<file path="config.mk">
export PLATFORM = sky130hd
export DESIGN_NAME = audio_playout
export DESIGN_NICKNAME = d
export VERILOG_FILES = /design/src/rtl/audiotypes.sv /design/src/rtl/sample_fifo.sv /design/src/rtl/audio_playout.sv
export SDC_FILE = /design/constraint.sdc
export NUM_CORES = 1
export LEC_CHECK = 0
export BUFFER_PORTS_ARGS = -buffer_cell sky130_fd_sc_hd__clkbuf_2
export CAP_MARGIN = 10
export CORE_ASPECT_RATIO = 1.2
export CORE_MARGIN = 3
export CORE_UTILIZATION = 35
export DETAILED_ROUTE_END_ITERATION = 7
export GPL_ROUTABILITY_DRIVEN = 0
export SLEW_MARGIN = 10
export SYNTH_ARGS = -nofsm -noshare
export SYNTH_HDL_FRONTEND = slang
export SYNTH_HIERARCHICAL = 1
export SYNTH_SLANG_ARGS = --single-unit
</file>
<file path="constraint.sdc">
create_clock -name clk -period 8.5 [get_ports clk]
set_clock_uncertainty 0.1 [all_clocks]
set_input_delay 0.425 -clock clk [delete_from_list [all_inputs] [get_ports clk]]
set_output_delay 0.425 -clock clk [all_outputs]
set_load 0.05 [all_outputs]
</file>
<file path="src/rtl/audiotypes.sv">
// Shared types for the audio playout block: playback state encoding and the
// output rate divider encoding with its counter-mask helper.
package audiotypes;

    typedef enum logic [1:0] {
        ST_IDLE = 2'd0,
        ST_ARM  = 2'd1,
        ST_PLAY = 2'd2
    } play_state_t;

    typedef enum logic [1:0] {
        RATE_DIV1     = 2'd0,
        RATE_DIV2     = 2'd1,
        RATE_DIV4     = 2'd2,
        RATE_DIV4_ALT = 2'd3
    } rate_div_t;

    // Modulo mask applied to the 2-bit divider counter; code 3 aliases /4.
    function automatic logic [1:0] rate_mask(input logic [1:0] rate_div);
        case (rate_div_t'(rate_div))
            RATE_DIV1: rate_mask = 2'd0;
            RATE_DIV2: rate_mask = 2'd1;
            default:   rate_mask = 2'd3;
        endcase
    endfunction

endpackage

</file>
<file path="src/rtl/sample_fifo.sv">
// Single-channel sample FIFO with occupancy count; clr empties it and wins
// over any same-cycle write or read.
module sample_fifo #(
    parameter int SAMPLE_W   = 16,
    parameter int FIFO_DEPTH = 16
) (
    input  logic                        clk,
    input  logic                        reset_n,
    input  logic                        clr,
    input  logic                        wr,
    input  logic [SAMPLE_W-1:0]         wr_data,
    input  logic                        rd,
    output logic [SAMPLE_W-1:0]         rd_data,
    output logic                        full,
    output logic                        empty,
    output logic [$clog2(FIFO_DEPTH):0] count
);

    localparam int AW   = $clog2(FIFO_DEPTH);
    localparam int CW   = AW + 1;

    logic [SAMPLE_W-1:0] mem [FIFO_DEPTH];
    logic [AW-1:0]       wr_ptr;
    logic [AW-1:0]       rd_ptr;
    logic                wr_ok;
    logic                rd_ok;

    assign full    = (count == CW'(FIFO_DEPTH));
    assign empty   = (count == '0);
    assign wr_ok   = wr && !full && !clr;
    assign rd_ok   = rd && !empty && !clr;
    assign rd_data = mem[rd_ptr];

    always_ff @(posedge clk or negedge reset_n) begin
        if (!reset_n) begin
            wr_ptr <= '0;
            rd_ptr <= '0;
            count  <= '0;
        end else if (clr) begin
            wr_ptr <= '0;
            rd_ptr <= '0;
            count  <= '0;
        end else begin
            if (wr_ok) wr_ptr <= wr_ptr + 1'b1;
            if (rd_ok) rd_ptr <= rd_ptr + 1'b1;
            count <= count + CW'(wr_ok) - CW'(rd_ok);
        end
    end

    always_ff @(posedge clk) begin
        if (wr_ok) mem[wr_ptr] <= wr_data;
    end

endmodule

</file>
<file path="src/rtl/audio_playout.sv">
// Multi-channel audio playout: per-channel FIFOs, prefill/arm sequencing,
// divided output ticks, underflow detection and slew-to-zero when stopped.
//
//   state | meaning
//   IDLE  | waiting for every FIFO to reach PREFILL; outputs slew to zero
//   ARM   | one sample_tick guard interval before playback; still slewing
//   PLAY  | pop all FIFOs on each output tick; empty FIFO -> underflow, IDLE
module audio_playout
    import audiotypes::*;
#(
    parameter int CHANNELS   = 2,
    parameter int SAMPLE_W   = 16,
    parameter int FIFO_DEPTH = 16,
    parameter int PREFILL    = FIFO_DEPTH - 2,
    parameter int SLEW_STEP  = 1
) (
    input  logic                                                clk,
    input  logic                                                reset_n,
    input  logic                                                sample_tick,
    input  logic [1:0]                                          rate_div,
    input  logic                                                mono,
    input  logic signed [SAMPLE_W-1:0]                          in_sample,
    input  logic [((CHANNELS > 1) ? $clog2(CHANNELS) : 1)-1:0]  in_channel,
    input  logic                                                in_valid,
    output logic                                                in_ready,
    input  logic                                                flush,
    output logic [CHANNELS*SAMPLE_W-1:0]                        out_sample,
    output logic                                                out_strobe,
    output logic                                                playing,
    output logic                                                underflow
);

    localparam int CH_W  = (CHANNELS > 1) ? $clog2(CHANNELS) : 1;
    localparam int CNT_W = $clog2(FIFO_DEPTH) + 1;

    play_state_t         state, state_nxt;
    logic [CHANNELS-1:0] f_full, f_empty, f_wr, ch_hit;
    logic [CNT_W-1:0]    f_count [CHANNELS];
    logic [SAMPLE_W-1:0] f_data  [CHANNELS];
    logic                mono_eff, prefilled, all_nonempty, tick_out;
    logic                pop, strobe_nxt, uf_nxt, slew_en, slew_tog;
    logic [1:0]          div_cnt, div_mask;
    logic [CHANNELS*SAMPLE_W-1:0] out_nxt;

    function automatic logic [SAMPLE_W-1:0] slew(input logic signed [SAMPLE_W-1:0] v);
        logic signed [SAMPLE_W:0] wide;
        logic signed [SAMPLE_W:0] step;
        wide = (SAMPLE_W+1)'(v);
        step = (SAMPLE_W+1)'(SLEW_STEP);
        if (wide > step)       slew = SAMPLE_W'(wide - step);
        else if (wide < -step) slew = SAMPLE_W'(wide + step);
        else                   slew = '0;
    endfunction

    assign mono_eff     = mono && (CHANNELS > 1);
    assign all_nonempty = ~|f_empty;
    assign tick_out     = sample_tick && (div_cnt == 2'd0);
    assign playing      = (state == ST_PLAY);
    assign slew_en      = (state != ST_PLAY) && slew_tog;

    // Out-of-range channel select is always ready and simply writes nowhere.
    always_comb begin
        ch_hit = '0;
        for (int ch = 0; ch < CHANNELS; ch++) begin
            if (in_channel == CH_W'(ch)) ch_hit[ch] = 1'b1;
        end
        if (mono_eff)     in_ready = ~|f_full;
        else if (~|ch_hit) in_ready = 1'b1;
        else              in_ready = ~|(f_full & ch_hit);
        f_wr = '0;
        if (in_valid && in_ready && !flush) f_wr = mono_eff ? '1 : ch_hit;
    end

    always_comb begin
        prefilled = 1'b1;
        for (int ch = 0; ch < CHANNELS; ch++) begin
            if (f_count[ch] < CNT_W'(PREFILL)) prefilled = 1'b0;
        end
    end

    for (genvar g = 0; g < CHANNELS; g++) begin : g_fifo
        sample_fifo #(
            .SAMPLE_W   (SAMPLE_W),
            .FIFO_DEPTH (FIFO_DEPTH)
        ) u_fifo (
            .clk     (clk),
            .reset_n (reset_n),
            .clr     (flush),
            .wr      (f_wr[g]),
            .wr_data (in_sample),
            .rd      (pop),
            .rd_data (f_data[g]),
            .full    (f_full[g]),
            .empty   (f_empty[g]),
            .count   (f_count[g])
        );
    end

    always_comb begin
        state_nxt  = state;
        pop        = 1'b0;
        strobe_nxt = 1'b0;
        uf_nxt     = 1'b0;
        if (flush) begin
            state_nxt = ST_IDLE;
        end else begin
            case (state)
                ST_IDLE: if (sample_tick && prefilled) state_nxt = ST_ARM;
                ST_ARM:  if (sample_tick) state_nxt = ST_PLAY;
                ST_PLAY: begin
                    if (tick_out) begin
                        if (all_nonempty) begin
                            pop        = 1'b1;
                            strobe_nxt = 1'b1;
                        end else begin
                            uf_nxt    = 1'b1;
                            state_nxt = ST_IDLE;
                        end
                    end
                end
                default: state_nxt = ST_IDLE;
            endcase
        end
    end

    always_comb begin
        out_nxt = out_sample;
        for (int ch = 0; ch < CHANNELS; ch++) begin
            if (pop)
                out_nxt[ch*SAMPLE_W +: SAMPLE_W] = f_data[ch];
            else if (slew_en)
                out_nxt[ch*SAMPLE_W +: SAMPLE_W] = slew(out_sample[ch*SAMPLE_W +: SAMPLE_W]);
        end
    end

    always_ff @(posedge clk or negedge reset_n) begin
        if (!reset_n) begin
            state      <= ST_IDLE;
            out_sample <= '0;
            out_strobe <= 1'b0;
            underflow  <= 1'b0;
            slew_tog   <= 1'b0;
        end else begin
            state      <= state_nxt;
            out_sample <= out_nxt;
            out_strobe <= strobe_nxt;
            underflow  <= uf_nxt;
            slew_tog   <= (state == ST_PLAY) ? 1'b0 : ~slew_tog;
        end
    end

    // A new rate_div is sampled only at an output tick, so the current
    // divided period always completes before the rate changes.
    always_ff @(posedge clk or negedge reset_n) begin
        if (!reset_n) begin
            div_cnt  <= 2'd0;
            div_mask <= 2'd0;
        end else if (state != ST_PLAY) begin
            div_cnt  <= 2'd0;
            div_mask <= rate_mask(rate_div);
        end else if (sample_tick) begin
            if (div_cnt == 2'd0) begin
                div_mask <= rate_mask(rate_div);
                div_cnt  <= 2'd1 & rate_mask(rate_div);
            end else begin
                div_cnt  <= (div_cnt + 2'd1) & div_mask;
            end
        end
    end

endmodule
</file>
# Word-level counts from Yosys, hierarchy flattened
# Memory sizes are Yosys's and may differ from the RTL's.
# Index checks and enable logic that the tools add are counted.
dict set report totals {
  elab_cells 137
  regBits 67
  out_inout_bits 36
  mem_count 2
  ramBits 512
}
dict set report op_classes {
  reduce_logical 38
  mux 52
  n_lt_le_gt_ge 6
  add_sub_neg 13
  bitwise_logic 3
  n_eq_ne 10
}
# name depth word_bits rd rd_ports_with_merged_regs write_ports line_no
set memory_table {}
lappend memory_table {{g_fifo[0].u_fifo.mem} 16 16 1 0 1 sample_fifo.sv:22} ;# logic [SAMPLE_W-1:0] mem [FIFO_DEPTH];
lappend memory_table {{g_fifo[1].u_fifo.mem} 16 16 1 0 1 sample_fifo.sv:22}
# operator count
set ops {}
lappend ops {{16-bit two-way mux} 8}
lappend ops {{16-bit by 2-bit adder with 16-bit output, second input constant} 2}
lappend ops {{16-bit by 2-bit greater-than comparator with 1-bit output, second input constant} 2}
lappend ops {{16-bit by 1-bit less-than comparator with 1-bit output, second input constant} 2}
lappend ops {{4-bit two-way mux} 8}
lappend ops {{16-bit by 2-bit subtractor with 16-bit output, second input constant} 2}
lappend ops {{2-bit two-way mux} 13}
lappend ops {{1-bit two-way mux} 19}
lappend ops {{4-bit by 1-bit adder with 4-bit output, second input constant} 4}
lappend ops {{2-bit nonzero test} 7}
lappend ops {{1-bit logical AND} 13}
lappend ops {{5-bit by 1-bit adder with 5-bit output} 2}
lappend ops {{5-bit == test, second input constant} 2}
lappend ops {{5-bit zero test} 2}
lappend ops {{5-bit by 4-bit less-than comparator with 1-bit output, second input constant} 2}
lappend ops {{5-bit two-way mux} 2}
lappend ops {{5-bit by 1-bit subtractor with 5-bit output} 2}
lappend ops {{2-bit OR reduction} 4}
lappend ops {{1-bit zero test} 7}
lappend ops {{2-bit zero test} 3}
lappend ops {{3-bit by 2-bit != test with 1-bit output, second input constant} 2}
lappend ops {{3-bit != test, second input constant} 2}
lappend ops {{2-bit one-hot mux with 3 select lines} 1}
lappend ops {{2-bit AND} 2}
lappend ops {{8 further kinds} 9}

# Logic depth before layout (Yosys ltp)
dict set report depth {
  depth_word 14
  depth_mapped 20
}

# By module
# Netlist, hierarchy kept.
# module instances seq_area_each_um2 cells_each area_per_inst_um2
set by_module_without_submodules {}
lappend by_module_without_submodules {{sample_fifo at g_fifo[0].u_fifo} 1 8012.7 569 10959.3}
lappend by_module_without_submodules {{sample_fifo at g_fifo[1].u_fifo} 1 8012.7 569 10958.0}
lappend by_module_without_submodules {audio_playout 1 1026.0 438 3414.5}

# Least setup slack after synthesis
# No wires, ideal clock.
dict set report synth_path {
  path_type {reg-to-reg}
  from {register g_fifo[1].u_fifo.count[2]}
  to {memory g_fifo[0].u_fifo.mem[3][0] (enable)}
  path_slack_ns 4.024
  path_stages_with_launch 12
  path_buffers 0
  arrival_time_ns 3.967
  period_less_slack_ns 4.476
  setup_ns 0.409
  path_cell_list {dfrtp_1 -> inv_1 -> ha_1 -> nand4bb_1 -> inv_1 -> mux2_2 -> o22ai_1 -> nand3b_1 -> a21oi_1 -> nand3_1 -> or2_2 -> nor3_1}
}
dict set report synth_between {
  elab_chain_cells 13
  elab_cells_between_ends 15
}
# element line_no
set synth_rtl {}
lappend synth_rtl {{from (decl)} sample_fifo.sv:16} ;# output logic [$clog2(FIFO_DEPTH):0] count
lappend synth_rtl {{from (signal assigned)} sample_fifo.sv:46} ;# count <= count + CW'(wr_ok) - CW'(rd_ok);
lappend synth_rtl {{5-bit == test (*)} sample_fifo.sv:28} ;# assign full = (count == CW'(FIFO_DEPTH));
lappend synth_rtl {{via f_full[1]} audio_playout.sv:37} ;# logic [CHANNELS-1:0] f_full, f_empty, f_wr, ch_hit;
lappend synth_rtl {{2-bit AND} audio_playout.sv:69} ;# else in_ready = ~|(f_full & ch_hit);
lappend synth_rtl {{2-bit OR reduction} audio_playout.sv:69}
lappend synth_rtl {{1-bit zero test} audio_playout.sv:69}
lappend synth_rtl {{1-bit two-way mux} audio_playout.sv:68} ;# else if (~|ch_hit) in_ready = 1'b1;
lappend synth_rtl {{1-bit two-way mux (*)} audio_playout.sv:67} ;# if (mono_eff) in_ready = ~|f_full;
lappend synth_rtl {{via in_ready} audio_playout.sv:25} ;# output logic in_ready,
lappend synth_rtl {{1-bit logical AND (*) (2 in a row)} audio_playout.sv:71} ;# if (in_valid && in_ready && !flush) f_wr = mono_eff ? '1 : ch_hit;
lappend synth_rtl {{2-bit two-way mux (*)} audio_playout.sv:71}
lappend synth_rtl {{via f_wr[0]} audio_playout.sv:37}
lappend synth_rtl {{1-bit logical AND (*) (2 in a row)} sample_fifo.sv:30} ;# assign wr_ok = wr && !full && !clr;
lappend synth_rtl {{1-bit two-way mux (*)} sample_fifo.sv:51} ;# if (wr_ok) mem[wr_ptr] <= wr_data;
lappend synth_rtl {{1-bit two-way mux (implied by the code) (*)} sample_fifo.sv:51}
lappend synth_rtl {{to (decl)} sample_fifo.sv:22}
# Mark *: on every way through the listed nets, which the timed path passes. The rest lies on a longest branch.

# Worst setup path in the final report
dict set report layout_path {
  from {register g_fifo[1].u_fifo.count[2]}
  to {register g_fifo[1].u_fifo.count[4]}
}
dict set report layout_between {
  elab_cells_between_ends 26
}
# element line_no
set layout_lines {}
lappend layout_lines {{5-bit zero test (*)} sample_fifo.sv:29} ;# assign empty = (count == '0);
lappend layout_lines {{via f_empty[1]} audio_playout.sv:37}
lappend layout_lines {{2-bit OR reduction} audio_playout.sv:56} ;# assign all_nonempty = ~|f_empty;
lappend layout_lines {{1-bit two-way mux} audio_playout.sv:112} ;# if (all_nonempty) begin
lappend layout_lines {{1-bit two-way mux} audio_playout.sv:111} ;# if (tick_out) begin
lappend layout_lines {{1-bit two-way mux} audio_playout.sv:107} ;# case (state)
lappend layout_lines {{1-bit two-way mux} audio_playout.sv:104} ;# if (flush) begin
lappend layout_lines {{1-bit logical AND (*) (2 in a row)} sample_fifo.sv:31} ;# assign rd_ok = rd && !empty && !clr;
lappend layout_lines {{5-bit by 1-bit subtractor with 5-bit output (*)} sample_fifo.sv:46}
lappend layout_lines {{5-bit two-way mux (*)} sample_fifo.sv:39} ;# end else if (clr) begin
# Marked as above.
# A chain may end at the register's enable or synchronous reset.

==> impl_metrics.csv <==
group,metric,value,unit
setup_path,setup.worst_path.start_class,"flop",
route,ant_nets,0,
power_and_ir_drop,p_leak,9.25,nW
global_route,grtUsageTotal,16.1,%
floorplan,start_util,35.5,%
synth,synth_simple_gate_area_share,6.15,%
setup_path,crit_type,"flop to flop",
synth,synth_area_leader_cell,"edfxtp_1",
timing,setup_ws,3.48,ns
route,routed_via_density,5.43,
synth,yosysSeqAreaShare,67.3,%
floorplan,die_w,252,um
placement,preCtsSetupSlack,3.45,ns
power_and_ir_drop,irDropWorstVdd,0.158,mV
timing,tightest_slew,1.15,ns
floorplan,fp-row-count,107,
synth,synth_compound_area_share,9.24,%
timing,setup_viol,0,
synth,synthXorXnorAreaFrac,1.14,%
route,drt_pre_antenna_iters,5,
synth,synth_edf_count,512,
synth,synth-seq-cells,579,
synth,synthFlopType,"edfxtp_1",
cells_and_area,instances_no_fill,2609,
power_and_ir_drop,power_density,238,nW/um^2
floorplan,die_y,301,um
global_route,grt_pass1_vias,14300,
route,dr_wl_met3,3880,um
cells_and_area,fin_nets,1692,
cts,clk_pin_slew,0.06,ns
placement,placed_cells,2504,
cts,cts_buffers,55,
cells_and_area,syn_to_final_growth,12.2,%
global_route,grt_pass1_wl,92800,um
cts,root_buffer,"clkbuf_16",
timing,fin_crit,5.02,ns
cells_and_area,layout-drive-gt1-share,20.5,%
floorplan,coreArea,71400,um^2
cts,cts_tree,"yes",
setup_path,worstPathRequired,8.92,ns
flow_run,cap_violations,0,
timing,finalSetupTns,0,ns
route,dr_wl_met2,28400,um
synth,synth_fa_ha_area_share,1.59,%
setup_path,end_kind,"flop",
timing,slew_headroom,23.2,%
timing,hold_viol_final,0,
synth,syn_area,25300,um^2
route,via_count,14200,
timing,finalCritPeriodShare,59.1,%
cts,cts_buffer_depth,3,
synth,ys_async_sr_fraction,11.6,%
synth,synth_fp_nets,1632,
route,wl_per_cell,23.3,um
cells_and_area,mostFrequentLayoutCell,"edfxtp_1",
synth,ys_top_cells_by_area,"edfxtp_1 61%, dfrtp_1 6.6%, mux4_2 5.7%, mux2i_1 5.2%, a221oi_2 3.6%",
global_route,grt_overflow,0,
route,met1_length,27400,um
route,drc,0,
synth,synth_top_cell_area_share,60.7,%
route,routed_wl,60800,um
cells_and_area,final_cell_mix,"512 x edfxtp_1, 131 x mux2i_1, 79 x nand2_1, 72 x nor2_1, 65 x dfrtp_1",
timing,whs,0.0476,ns
cts,clock_latency,0.60,ns
synth,yosys_warnings,6,
timing,rsz0062_at_grt,"false",
min_path,hp-class,"primary input to flop",
route,drtIter0Drc,1278,
floorplan,dieArea,75700,um^2
synth,synth_top_family_by_area,"multiplexers",
timing,finalMaxSlewViolations,0,
run_status,outcome,"finished, final reports clean",
setup_path,cp_data_arrival_time,5.44,ns
setup_path,path_max_fanout,45,
synth,synth_mux_area_share,11.0,%
placement,dp_hpwl,37600,um
floorplan,num_io_pins,61,
route,routed.top_layer,"met5",
cts,cts.sinks,579,
global_route,grt_max_degree,68,
synth,synth_cell_type_count,79,
synth,syn_inst,1576,
synth,avgSynthCellArea,16.1,um^2
global_route,antenna_found_initial,6,
cts,htreeDepth,2,
cts,cts-resized-gates,0,
placement,port_buffers,60,
timing,fmax,199,MHz
==> worst paths after layout <==
kind	startpoint	end	slack (ns)	depth (start not counted)
worst min register to register	state[1]$_DFFE_PN0P_	state[0]$_DFFE_PN0P_	0.37	1
worst max-delay path	g_fifo[1].u_fifo/count[2]$_DFF_PN0_	g_fifo[1].u_fifo/count[4]$_DFF_PN0_	3.48	18
worst min-delay path	sample_tick	div_cnt[0]$_DFFE_PN0P_	0.05	2
min in group asynchronous	reset_n	out_sample[6]$_DFFE_PN0P_	0.40	2
max in group asynchronous	reset_n	g_fifo[1].u_fifo/rd_ptr[0]$_DFFE_PN0P_	7.16	2
worst max register to register	g_fifo[1].u_fifo/count[2]$_DFF_PN0_	g_fifo[1].u_fifo/count[4]$_DFF_PN0_	3.48	18
==> per-stage QoR <==
step	instance area, um^2	util (%)	power [W]
after floorplan	25300	-	0.00395
after global placement	26500	37.1	0.00418
final	28400	39.8	0.00678
after detailed placement	26500	37.1	0.00420
after global routing	28400	39.8	0.00703
after CTS	28400	39.8	0.00682
==> critical path: stages (launching register included) <==
cell and delay (ns):
dfrtp_1 0.37, inv_1 0.07, ha_1 0.22, or4b_4 0.24, inv_1 0.04, nor2_1 0.19
nand3_1 0.79, inv_2 1.05, nand2_1 0.24, nor2_1 0.16, ha_1 0.24, inv_1 0.06
ha_1 0.15, inv_1 0.06, fa_1 0.41, nor2b_1 0.18, o21bai_1 0.10, nand3_1 0.08
nor3b_1 0.18
==> cell type report <==
class	instances	area (um^2)
fill	6416	42900
sequential	579	17100
multi-input combinational	846	7440
clock buffer	71	1500
tap	926	1160
timing repair buffer	104	636
clock inverter	31	457
inverter	50	188
antenna	2	5.00
==> logic make-up (layout without fill, tap and decap cells) <==
| kind of cell | after synthesis | after routing |
|---|---|---|
| mux | 198 | 198 |
| flops | 579 | 579 |
| buf+inv | 151 | 256 |
| compound gates | 272 | 272 |
| fa+ha+maj | 31 | 31 |
| other cells | 0 | 2 |
| simple gates | 312 | 312 |
| xor+xnor | 33 | 33 |
==> synthesized netlist by cell type, drive strengths merged, types with 14 or more instances <==
cell type  instances
edfxtp           512
mux2i            131
nand2             79
nor2              78
a221oi            71
dfrtp             67
mux4              64
buf               57
o21ai             54
inv               50
clkbuf            44
a22oi             38
nand3             36
a21oi             35
nor3              30
ha                29
xnor2             18
xor2              15
nor4              14
==> flip-flops by register name, indices dropped and copies added (netlist names), 2 cells and up <==
| name | count |
|---|---|
| g_fifo.u_fifo/rd_ptr | 8 |
| state | 2 |
| g_fifo.u_fifo/count | 10 |
| g_fifo.u_fifo/wr_ptr | 8 |
| g_fifo.u_fifo/mem | 512 |
| div_cnt | 2 |
| div_mask | 2 |
| out_sample | 32 |
==> power by group <==
group / switching, W / total, W / leakage [nW] / internal, W
Sequential: 0.000179 / 0.00335 / 5.44 / 0.00317
Clock: 0.00105 / 0.00263 / 0.950 / 0.00158
Combinational: 0.000552 / 0.000792 / 2.86 / 0.000239
Total: 0.00179 / 0.00678 / 9.25 / 0.00499
==> timing repair <==
item                                   CTS  global route
endpoints found under the hold margin   67             0
setup endpoints to repair                0             0
buffers inserted                         0             0
hold buffers                             1             0
==> layer usage <==
layer	global-route usage, %	vias to the layer above
met5	0	-
li1	-	6383
met2	25.6	420
met3	2.86	73
met1	23.1	7296
met4	3.79	6
Note: power is estimated with default switching activity, not from simulation.
